**src/rtl/axi_line_adapter.sv**
```systemverilog
// axi_line_adapter: turns one cache request into one AXI4 transaction,
// either a single beat or a NUM_BEATS-beat line burst. One transaction
// outstanding at a time. AXI_LINE_ADAPTER_CWF_EN selects wrapping
// critical-word-first line reads; line reads start at the line base without it.
module axi_line_adapter #(
  parameter int unsigned DATA_WIDTH = 64,
  parameter int unsigned NUM_BEATS  = 4,
  parameter int unsigned ADDR_WIDTH = 64,
  parameter int unsigned ID_WIDTH   = 4
) (
  input  logic                              clk_i,
  input  logic                              rst_i,
  input  logic                              req_i,
  output logic                              gnt_o,
  input  logic                              burst_i,
  input  logic                              we_i,
  input  logic [ADDR_WIDTH-1:0]             addr_i,
  input  logic [DATA_WIDTH*NUM_BEATS-1:0]   wdata_i,
  input  logic [DATA_WIDTH*NUM_BEATS/8-1:0] be_i,
  input  logic [2:0]                        size_i,
  input  logic [ID_WIDTH-1:0]               id_i,
  output logic                              valid_o,
  output logic                              err_o,
  output logic [ID_WIDTH-1:0]               id_o,
  output logic [DATA_WIDTH*NUM_BEATS-1:0]   rdata_o,
  output logic                              cw_valid_o,
  output logic [DATA_WIDTH-1:0]             cw_o,
  output logic                              aw_valid_o,
  input  logic                              aw_ready_i,
  output logic [ADDR_WIDTH-1:0]             aw_addr_o,
  output logic [7:0]                        aw_len_o,
  output logic [2:0]                        aw_size_o,
  output logic [1:0]                        aw_burst_o,
  output logic [ID_WIDTH-1:0]               aw_id_o,
  output logic                              w_valid_o,
  input  logic                              w_ready_i,
  output logic [DATA_WIDTH-1:0]             w_data_o,
  output logic [DATA_WIDTH/8-1:0]           w_strb_o,
  output logic                              w_last_o,
  input  logic                              b_valid_i,
  output logic                              b_ready_o,
  input  logic [1:0]                        b_resp_i,
  input  logic [ID_WIDTH-1:0]               b_id_i,
  output logic                              ar_valid_o,
  input  logic                              ar_ready_i,
  output logic [ADDR_WIDTH-1:0]             ar_addr_o,
  output logic [7:0]                        ar_len_o,
  output logic [2:0]                        ar_size_o,
  output logic [1:0]                        ar_burst_o,
  output logic [ID_WIDTH-1:0]               ar_id_o,
  input  logic                              r_valid_i,
  output logic                              r_ready_o,
  input  logic [DATA_WIDTH-1:0]             r_data_i,
  input  logic [1:0]                        r_resp_i,
  input  logic                              r_last_i,
  input  logic [ID_WIDTH-1:0]               r_id_i
);

  localparam int unsigned LINE_W   = DATA_WIDTH * NUM_BEATS;
  localparam int unsigned BEAT_B   = DATA_WIDTH / 8;
  localparam int unsigned BEAT_LOG = $clog2(BEAT_B);
  localparam int unsigned CNT_W    = (NUM_BEATS > 1) ? $clog2(NUM_BEATS) : 1;
  localparam logic [CNT_W-1:0]      LAST_BEAT = CNT_W'(NUM_BEATS - 1);
  localparam logic [ADDR_WIDTH-1:0] LINE_MASK = ~ADDR_WIDTH'(LINE_W / 8 - 1);
  localparam logic [ADDR_WIDTH-1:0] BEAT_MASK = ~ADDR_WIDTH'(BEAT_B - 1);

`ifdef AXI_LINE_ADAPTER_CWF_EN
  localparam bit CWF = 1'b1;
`else
  localparam bit CWF = 1'b0;
`endif

  typedef enum logic [2:0] {IDLE, WRITE, WAIT_B, READ_AR, READ_R, DONE} state_t;

  state_t                  state;
  logic [ADDR_WIDTH-1:0]   addr;
  logic                    burst;
  logic [2:0]              size;
  logic [ID_WIDTH-1:0]     id;
  logic [LINE_W-1:0]       wdata;
  logic [LINE_W/8-1:0]     be;
  logic [CNT_W-1:0]        cnt;
  logic                    aw_done;
  logic                    w_done;
  logic                    err;

  logic [CNT_W-1:0]        word_off;
  logic [CNT_W-1:0]        start;
  logic [CNT_W-1:0]        idx;
  logic [CNT_W-1:0]        w_idx;
  logic [CNT_W-1:0]        last_cnt;
  logic                    aw_hs;
  logic                    w_hs;
  logic                    r_hs;
  logic                    unused_resp;

  // Only the error bit of B/R responses matters; EXOKAY vs OKAY is ignored.
  assign unused_resp = ^{b_resp_i[0], r_resp_i[0]};

  assign word_off = CNT_W'((addr >> BEAT_LOG) & ADDR_WIDTH'(NUM_BEATS - 1));
  assign start    = (CWF && burst) ? word_off : '0;
  assign idx      = (start + cnt) & LAST_BEAT;
  assign w_idx    = cnt & LAST_BEAT;
  assign last_cnt = burst ? LAST_BEAT : '0;

  assign aw_hs = aw_valid_o && aw_ready_i;
  assign w_hs  = w_valid_o && w_ready_i;
  assign r_hs  = r_ready_o && r_valid_i;

  assign gnt_o = req_i && (state == IDLE);

  assign aw_addr_o  = burst ? (addr & LINE_MASK) : addr;
  assign aw_len_o   = burst ? 8'(NUM_BEATS - 1) : 8'd0;
  assign aw_size_o  = burst ? 3'(BEAT_LOG) : size;
  assign aw_burst_o = 2'b01;
  assign aw_id_o    = id;

  assign w_data_o = wdata[w_idx*DATA_WIDTH +: DATA_WIDTH];
  assign w_strb_o = be[w_idx*BEAT_B +: BEAT_B];
  assign w_last_o = (cnt == last_cnt);

  // WRAP needs at least two beats, so a one-beat line stays INCR.
  assign ar_addr_o  = burst ? (addr & (CWF ? BEAT_MASK : LINE_MASK)) : addr;
  assign ar_len_o   = aw_len_o;
  assign ar_size_o  = aw_size_o;
  assign ar_burst_o = (burst && CWF && (NUM_BEATS > 1)) ? 2'b10 : 2'b01;
  assign ar_id_o    = id;

  assign cw_valid_o = (state == READ_R) && r_valid_i &&
                      (burst ? (idx == word_off) : (cnt == '0));
  assign cw_o       = r_data_i;

  // Transaction FSM; handshake strobes and completion outputs are registered.
  always_ff @(posedge clk_i) begin
    if (rst_i) begin
      state      <= IDLE;
      aw_valid_o <= 1'b0;
      w_valid_o  <= 1'b0;
      b_ready_o  <= 1'b0;
      ar_valid_o <= 1'b0;
      r_ready_o  <= 1'b0;
      valid_o    <= 1'b0;
      err_o      <= 1'b0;
      id_o       <= '0;
      rdata_o    <= '0;
      addr       <= '0;
      burst      <= 1'b0;
      size       <= '0;
      id         <= '0;
      wdata      <= '0;
      be         <= '0;
      cnt        <= '0;
      aw_done    <= 1'b0;
      w_done     <= 1'b0;
      err        <= 1'b0;
    end else begin
      case (state)
        IDLE: begin
          if (req_i) begin
            addr    <= addr_i;
            burst   <= burst_i;
            size    <= size_i;
            id      <= id_i;
            wdata   <= wdata_i;
            be      <= be_i;
            cnt     <= '0;
            aw_done <= 1'b0;
            w_done  <= 1'b0;
            err     <= 1'b0;
            if (we_i) begin
              aw_valid_o <= 1'b1;
              w_valid_o  <= 1'b1;
              state      <= WRITE;
            end else begin
              ar_valid_o <= 1'b1;
              state      <= READ_AR;
            end
          end
        end
        WRITE: begin
          if (aw_hs) begin
            aw_valid_o <= 1'b0;
            aw_done    <= 1'b1;
          end
          if (w_hs) begin
            if (w_last_o) begin
              w_valid_o <= 1'b0;
              w_done    <= 1'b1;
            end else begin
              cnt <= cnt + 1'b1;
            end
          end
          if ((aw_done || aw_hs) && (w_done || (w_hs && w_last_o))) begin
            b_ready_o <= 1'b1;
            state     <= WAIT_B;
          end
        end
        WAIT_B: begin
          if (b_valid_i) begin
            b_ready_o <= 1'b0;
            id_o      <= b_id_i;
            err_o     <= b_resp_i[1];
            valid_o   <= 1'b1;
            state     <= DONE;
          end
        end
        READ_AR: begin
          if (ar_ready_i) begin
            ar_valid_o <= 1'b0;
            r_ready_o  <= 1'b1;
            cnt        <= '0;
            state      <= READ_R;
          end
        end
        READ_R: begin
          if (r_hs) begin
            rdata_o[idx*DATA_WIDTH +: DATA_WIDTH] <= r_data_i;
            cnt <= cnt + 1'b1;
            err <= err | r_resp_i[1];
            if (r_last_i) begin
              r_ready_o <= 1'b0;
              id_o      <= r_id_i;
              err_o     <= err | r_resp_i[1];
              valid_o   <= 1'b1;
              state     <= DONE;
            end
          end
        end
        DONE: begin
          valid_o <= 1'b0;
          err_o   <= 1'b0;
          state   <= IDLE;
        end
        default: state <= IDLE;
      endcase
    end
  end

endmodule

```
**config.mk**
```make
export PLATFORM = sky130hd
export DESIGN_NAME = axi_line_adapter
export DESIGN_NICKNAME = d
export VERILOG_FILES = /design/src/rtl/axi_line_adapter.sv
export SDC_FILE = /design/constraint.sdc
export NUM_CORES = 1
export LEC_CHECK = 0
export ABC_CLOCK_PERIOD_IN_PS = 2500
export CORE_AREA = 2 2 391 393
export CTS_CLUSTER_SIZE = 8
export DETAILED_ROUTE_END_ITERATION = 16
export DIE_AREA = 0 0 393 395
export PLACE_DENSITY = 0.45
export SLEW_MARGIN = 25
export SYNTH_ARGS = -nofsm -noshare
export SYNTH_HDL_FRONTEND = slang
export SYNTH_SLANG_ARGS = --single-unit
```
**constraint.sdc**
```tcl
create_clock -name clk_i -period 2.5 [get_ports clk_i]
set_input_delay 0.375 -clock clk_i [delete_from_list [all_inputs] [get_ports clk_i]]
set_output_delay 0.375 -clock clk_i [all_outputs]
set_load 0.01 [all_outputs]
```
-- After elaboration in Yosys (flattened, before gate mapping)
Cells that the tools add are included.
- flip-flop bits (word level): 635
- input bits: 446
- output and inout bits: 568
- word-level logic and storage cells: 138
- $add $sub $neg: 2
- equal/unequal tests: 19
- shifts and indexed selects: 4
- multiplexer cells: 58
- bitwise logic cells: 1
- reductions and logical operators: 34
- operator list (cell ; number):
    256-bit bitwise mux ; 1
    64-bit by 34-bit variable shift with 256-bit output, first input constant ; 1
    256-bit by 9-bit variable part select with 64-bit output ; 1
    64-bit by 34-bit variable part select with 256-bit output ; 1
    8-bit negation with 34-bit output ; 1
    32-bit by 6-bit variable part select with 8-bit output ; 1
    1-bit two-way mux ; 25
    2-bit inequality test, second input constant ; 12
    4-bit AND reduction ; 6
    3-bit two-way mux ; 7
    2-bit two-way mux ; 8
    1-bit case mux with 2 select lines ; 8
    3-bit case mux with 5 select lines ; 1
    4-bit two-way mux ; 3
    6-bit AND reduction ; 2
    2-bit nonzero test ; 6
    3-bit AND reduction ; 3
    1-bit logical AND ; 8
    2-bit case mux with 4 select lines ; 1
    4-bit case mux with 2 select lines ; 1
    3-bit by 2-bit == test with 1-bit output, second input constant ; 2
    3-bit == test, second input constant ; 2
    1-bit case mux with 3 select lines ; 2
    5-bit two-way mux ; 1
    11 further kinds ; 14

-- Longest topological paths before layout
- depth in word-level cells: 7
- depth in mapped cells: 9

-- Worst setup path after synthesis
OpenSTA, ideal clock, no wires.
- path kind: register to register
- start point: register cnt[1]
- end point: register rdata_o[195]
- arrival time: 2.640 ns
- setup slack: -0.211 ns
- stages on the path, launching flop included: 9
- period minus slack after synthesis: 2.711 ns
- path through: dfxtp_1 > buf_1 > clkbuf_1 > inv_1 > ha_1 > nor3_1 > clkbuf_1 > nand3_1 > a21oi_1
- word-level cells in the longest chain between the ends: 3
- ends and longest elaborated chain (element ; RTL line ; RTL):
    start: declaration ; 82 ; logic [CNT_W-1:0] cnt;
    start signal: assignment ; 190 ; cnt <= cnt + 1'b1;
    start signal: assignment ; 218 ; cnt <= cnt + 1'b1;
    8-bit negation with 34-bit output (*) ; 217 ; rdata_o[idx*DATA_WIDTH +: DATA_WIDTH] <= r_data_i;
    64-bit by 34-bit variable part select with 256-bit output or 64-bit by 34-bit variable shift with 256-bit output (tied branches) ; 217 ;
    256-bit bitwise mux (*) ; 217 ;
    end signal: indexed assignment ; 217 ;
    end: declaration ; 25 ; output logic [DATA_WIDTH*NUM_BEATS-1:0] rdata_o,
Every way passes the cells marked *; elsewhere a longest branch is shown, timed or not.
A chain may end at the register's enable or synchronous reset.

-- Worst setup path after layout
- start point: register cnt[0]
- end point: output w_data_o[14]
- word-level cells in the longest chain between the ends: 1
- ends and longest elaborated chain (element ; RTL line ; RTL):
    256-bit by 9-bit variable part select with 64-bit output ; 118 ; assign w_data_o = wdata[w_idx*DATA_WIDTH +: DATA_WIDTH];
    end: declaration ; 37 ; output logic [DATA_WIDTH-1:0] w_data_o,
No other way between the ends.

==> results.ini <==
[outcome]
status = finished, violations left
violations = setup timing

[clock_network]
cts.hold.buffers_added = 0
clock_path_buffers = 3
htree_levels = 3
clockRootBuffer = clkbuf_16
clk_pin_slew_ns = 0.06
clock-sinks = 635
cts_tree = built
clkLatencyLatePin_ns = 0.69
cts_made_buffers = 94

[timing]
maxSlewViolCount = 0
clock_skew_ns = 0.0325
setup_viol = 59
tightest_slew_ns = 0.865
hold_ws_ns = 0.112
relSlewSlack = 0.424
post-route-period-util = 1.05
layout_setup_ws_ns = -0.113
fmax_mhz = 383
period_needed_ns = 2.61
grt_setup_unrepaired = yes
finalHoldViolCount = 0
finalSetupTns_ns = -2.48

[power_and_ir_drop]
p_total_uw = 34900
cellLeakagePower_uw = 0.0141
power.density_nw_per_um2 = 855
ir_worst_vdd_uv = 593

[hold_path]
holdPathStages = 2
min_to = addr[0]
min_path_type = in -> reg
min_from = rst_i

[worst_setup_path]
path_max_fanout = 7
critical_path_class = reg -> out
cp-end-kind = primary output
reg2reg_to = rdata_o[94]
required_ns = 2.12
rr_worst_depth = 9
critPathLaunchType = flop
reg2reg_setup_slack_ns = 0.16
r2r-start = cnt[0]
worstPathArrival_ns = 2.24

[synth]
netlist_area_um2 = 25800
yosysWarnings = 0
syn_inst = 3156
ys_ff_latch = 635
netlist-cell-type-count = 40
ys_seq_area_frac = 0.492
syn-mean-instance-area_um2 = 8.18

[die]
die_area_um2 = 155000
io_pins = 1014
placementRows = 143
die_w_um = 393
core_um2 = 151000
start_util = 0.171
die_y_um = 395

[global_routing]
grt_pass1_wl_um = 181000
grt_max_degree = 177
grt.total_usage = 0.161
grt_pass1_vias = 24600
antenna_found_initial = 53
grt_overflow = 0

[detailed_routing]
vias = 25100
drt_pass1_iterations = 5
totalWireLength_um = 132000
via_per_inst = 4.15
antenna_left = 0
wire_per_inst_um = 21.8
drc = 0
drt-initial-drc-count = 1283

[placed_design]
hpwl_um = 94100
preCtsSetupSlack_ns = 0.165
io_buffers = 995
place.gp.congestion = 0.812

[run]
cap_violations = 0

[finish]
fillers = 16300
area_growth_pct = 57.8
drive_gt1_frac = 0.117
final_net_count = 4415

-- metrics by stage --
| step | instances | utilization | area, um2 |
|---|---|---|---|
| 2_1_floorplan | 3170 | - | 25900 |
| 3_3_place_gp | 5859 | 0.247 | 37300 |
| 3_5_place_dp | 5859 | 0.247 | 37300 |
| 4_1_cts | 6011 | 0.268 | 40500 |
| 5_1_grt | 6029 | 0.269 | 40700 |
| 6_report | 6035 | 0.270 | 40800 |
-- flip-flops by register name, indices dropped and copies added (netlist names), 2 cells and up --
register / count
rdata_o: 256
wdata: 256
addr: 64
be: 32
ar_id_o: 4
id_o: 4
size: 3
state: 3
cnt: 2
-- logic make-up (layout without fill, tap and decap cells) --
| family | Yosys count | in the layout | share of synthesized area |
|---|---|---|---|
| adders and majority gates | 5 | 5 | 0.00242 |
| and+or+nand+nor | 1319 | 1319 | 0.210 |
| buffers and inverters | 472 | 1290 | 0.104 |
| xor gates and xnor gates | 2 | 2 | 0.000678 |
| muxes | 72 | 72 | 0.0628 |
| other | 2 | 33 | 0.000291 |
| AOI/OAI and AO/OA | 649 | 649 | 0.127 |
| DFF | 635 | 635 | 0.492 |
-- metal layers --
| layer | part of all wire | vias to the layer above | track usage |
|---|---|---|---|
| li1 | - | 11900 | - |
| met3 | 0.086 | 221 | 0.0551 |
| met1 | 0.38 | 11900 | 0.179 |
| met2 | 0.49 | 957 | 0.280 |
| met4 | 0.035 | 26 | 0.0664 |
| met5 | 0.0013 | - | 0 |
-- cells in the final DEF (no fill, tap or decap), types with 4 or more instances in the layout --
cell,n
o21ai_0,4
clkbuf_1,7
clkinv_16,4
clkdlybuf4s50_1,914
nor3_1,8
buf_12,47
buf_16,7
dfxtp_1,633
nand2_1,985
dlygate4sd2_1,6
a311oi_1,4
clkinv_2,5
nand2_4,6
mux4_2,72
nand3_1,263
nand2b_1,5
a21oi_1,632
diode_2,17
nor2_1,13
conb_1,16
nor2b_1,6
buf_2,11
buf_6,75
clkbuf_16,99
buf_4,98
-- worst max-delay path: stages (launching register included) --
cell and delay [ns]:
dfxtp_4 0.44, buf_16 0.15, buf_6 0.11, buf_12 0.13
mux4_2 0.55, buf_6 0.15
-- where the power goes --
part	total, uW	switching, uW	internal, uW
Clock	12200	5020	7130
Sequential	12100	775	11300
Combinational	10600	5790	4800
-- worst max-delay path by stage --
stage / start / end / slack [ns] / cells past startpoint
after CTS: cnt[0] / w_data_o[47] / -0.28 / 4
final: cnt[0] / w_data_o[14] / -0.11 / 5
after detailed placement: r_valid_i / id_o[0] / 0.16 / 8
after global routing: cnt[0] / w_data_o[14] / -0.21 / 5
after global placement: cnt[0] / w_data_o[30] / 0.16 / 4
after floorplan: cnt[1] / rdata_o[114] / 0.06 / 9
-- timing repair --
action | CTS | global route
setup endpoints to repair | 83 | 90
setup buffers | 28 | 10
pin swaps | 4 | 1
endpoints found under the hold margin | 0 | 0
cloned | 5 | 3
resized for setup | 386 | 65
-- synthesized netlist by cell type --
library cell | n | area [um2]
mux4_2 | 72 | 1620
nor2b_1 | 9 | 56.3
or4b_1 | 1 | 10.0
dfxtp_1 | 635 | 12700
and2_1 | 5 | 31.3
and4b_1 | 1 | 10.0
a21oi_1 | 632 | 3160
or2_2 | 3 | 18.8
o21ai_0 | 4 | 20.0
nor3b_1 | 6 | 45.0
clkbuf_1 | 206 | 773
nor4bb_1 | 1 | 10.0
nand4_1 | 1 | 6.26
or3b_2 | 2 | 17.5
nor2_1 | 13 | 48.8
buf_4 | 238 | 1790
a311oi_1 | 4 | 35.0
nand3_1 | 263 | 1320
nor4_1 | 1 | 6.26
a211oi_2 | 1 | 12.5
or3b_1 | 1 | 8.76
a31o_2 | 1 | 8.76
inv_1 | 5 | 18.8
conb_1 | 2 | 7.51
or3_1 | 3 | 18.8
buf_2 | 13 | 65.1
xnor2_1 | 2 | 17.5
nor2_4 | 1 | 11.3
a211oi_1 | 2 | 15.0
a211o_1 | 1 | 8.76
o22ai_1 | 1 | 6.26
nand3b_1 | 1 | 7.51
nand2_1 | 991 | 3720
buf_1 | 10 | 37.5
a31oi_1 | 2 | 12.5
ha_1 | 5 | 62.6
o31ai_1 | 1 | 7.51
nor3_1 | 10 | 50.1
nand2b_1 | 5 | 31.3
and3_1 | 1 | 6.26
-- area by class of cell --
type	instances	area, um2	area share
antenna	17	42.5	0.00104
clock buffer	106	2470	0.0606
clock inverter	14	230	0.00565
inverter	5	36.3	0.000890
multi-input combinational	2063	10600	0.261
sequential	635	12700	0.312
tap	2030	2540	0.0623
timing repair buffer	1165	12100	0.296
No activity file was read; power rests on OpenSTA's default activity.
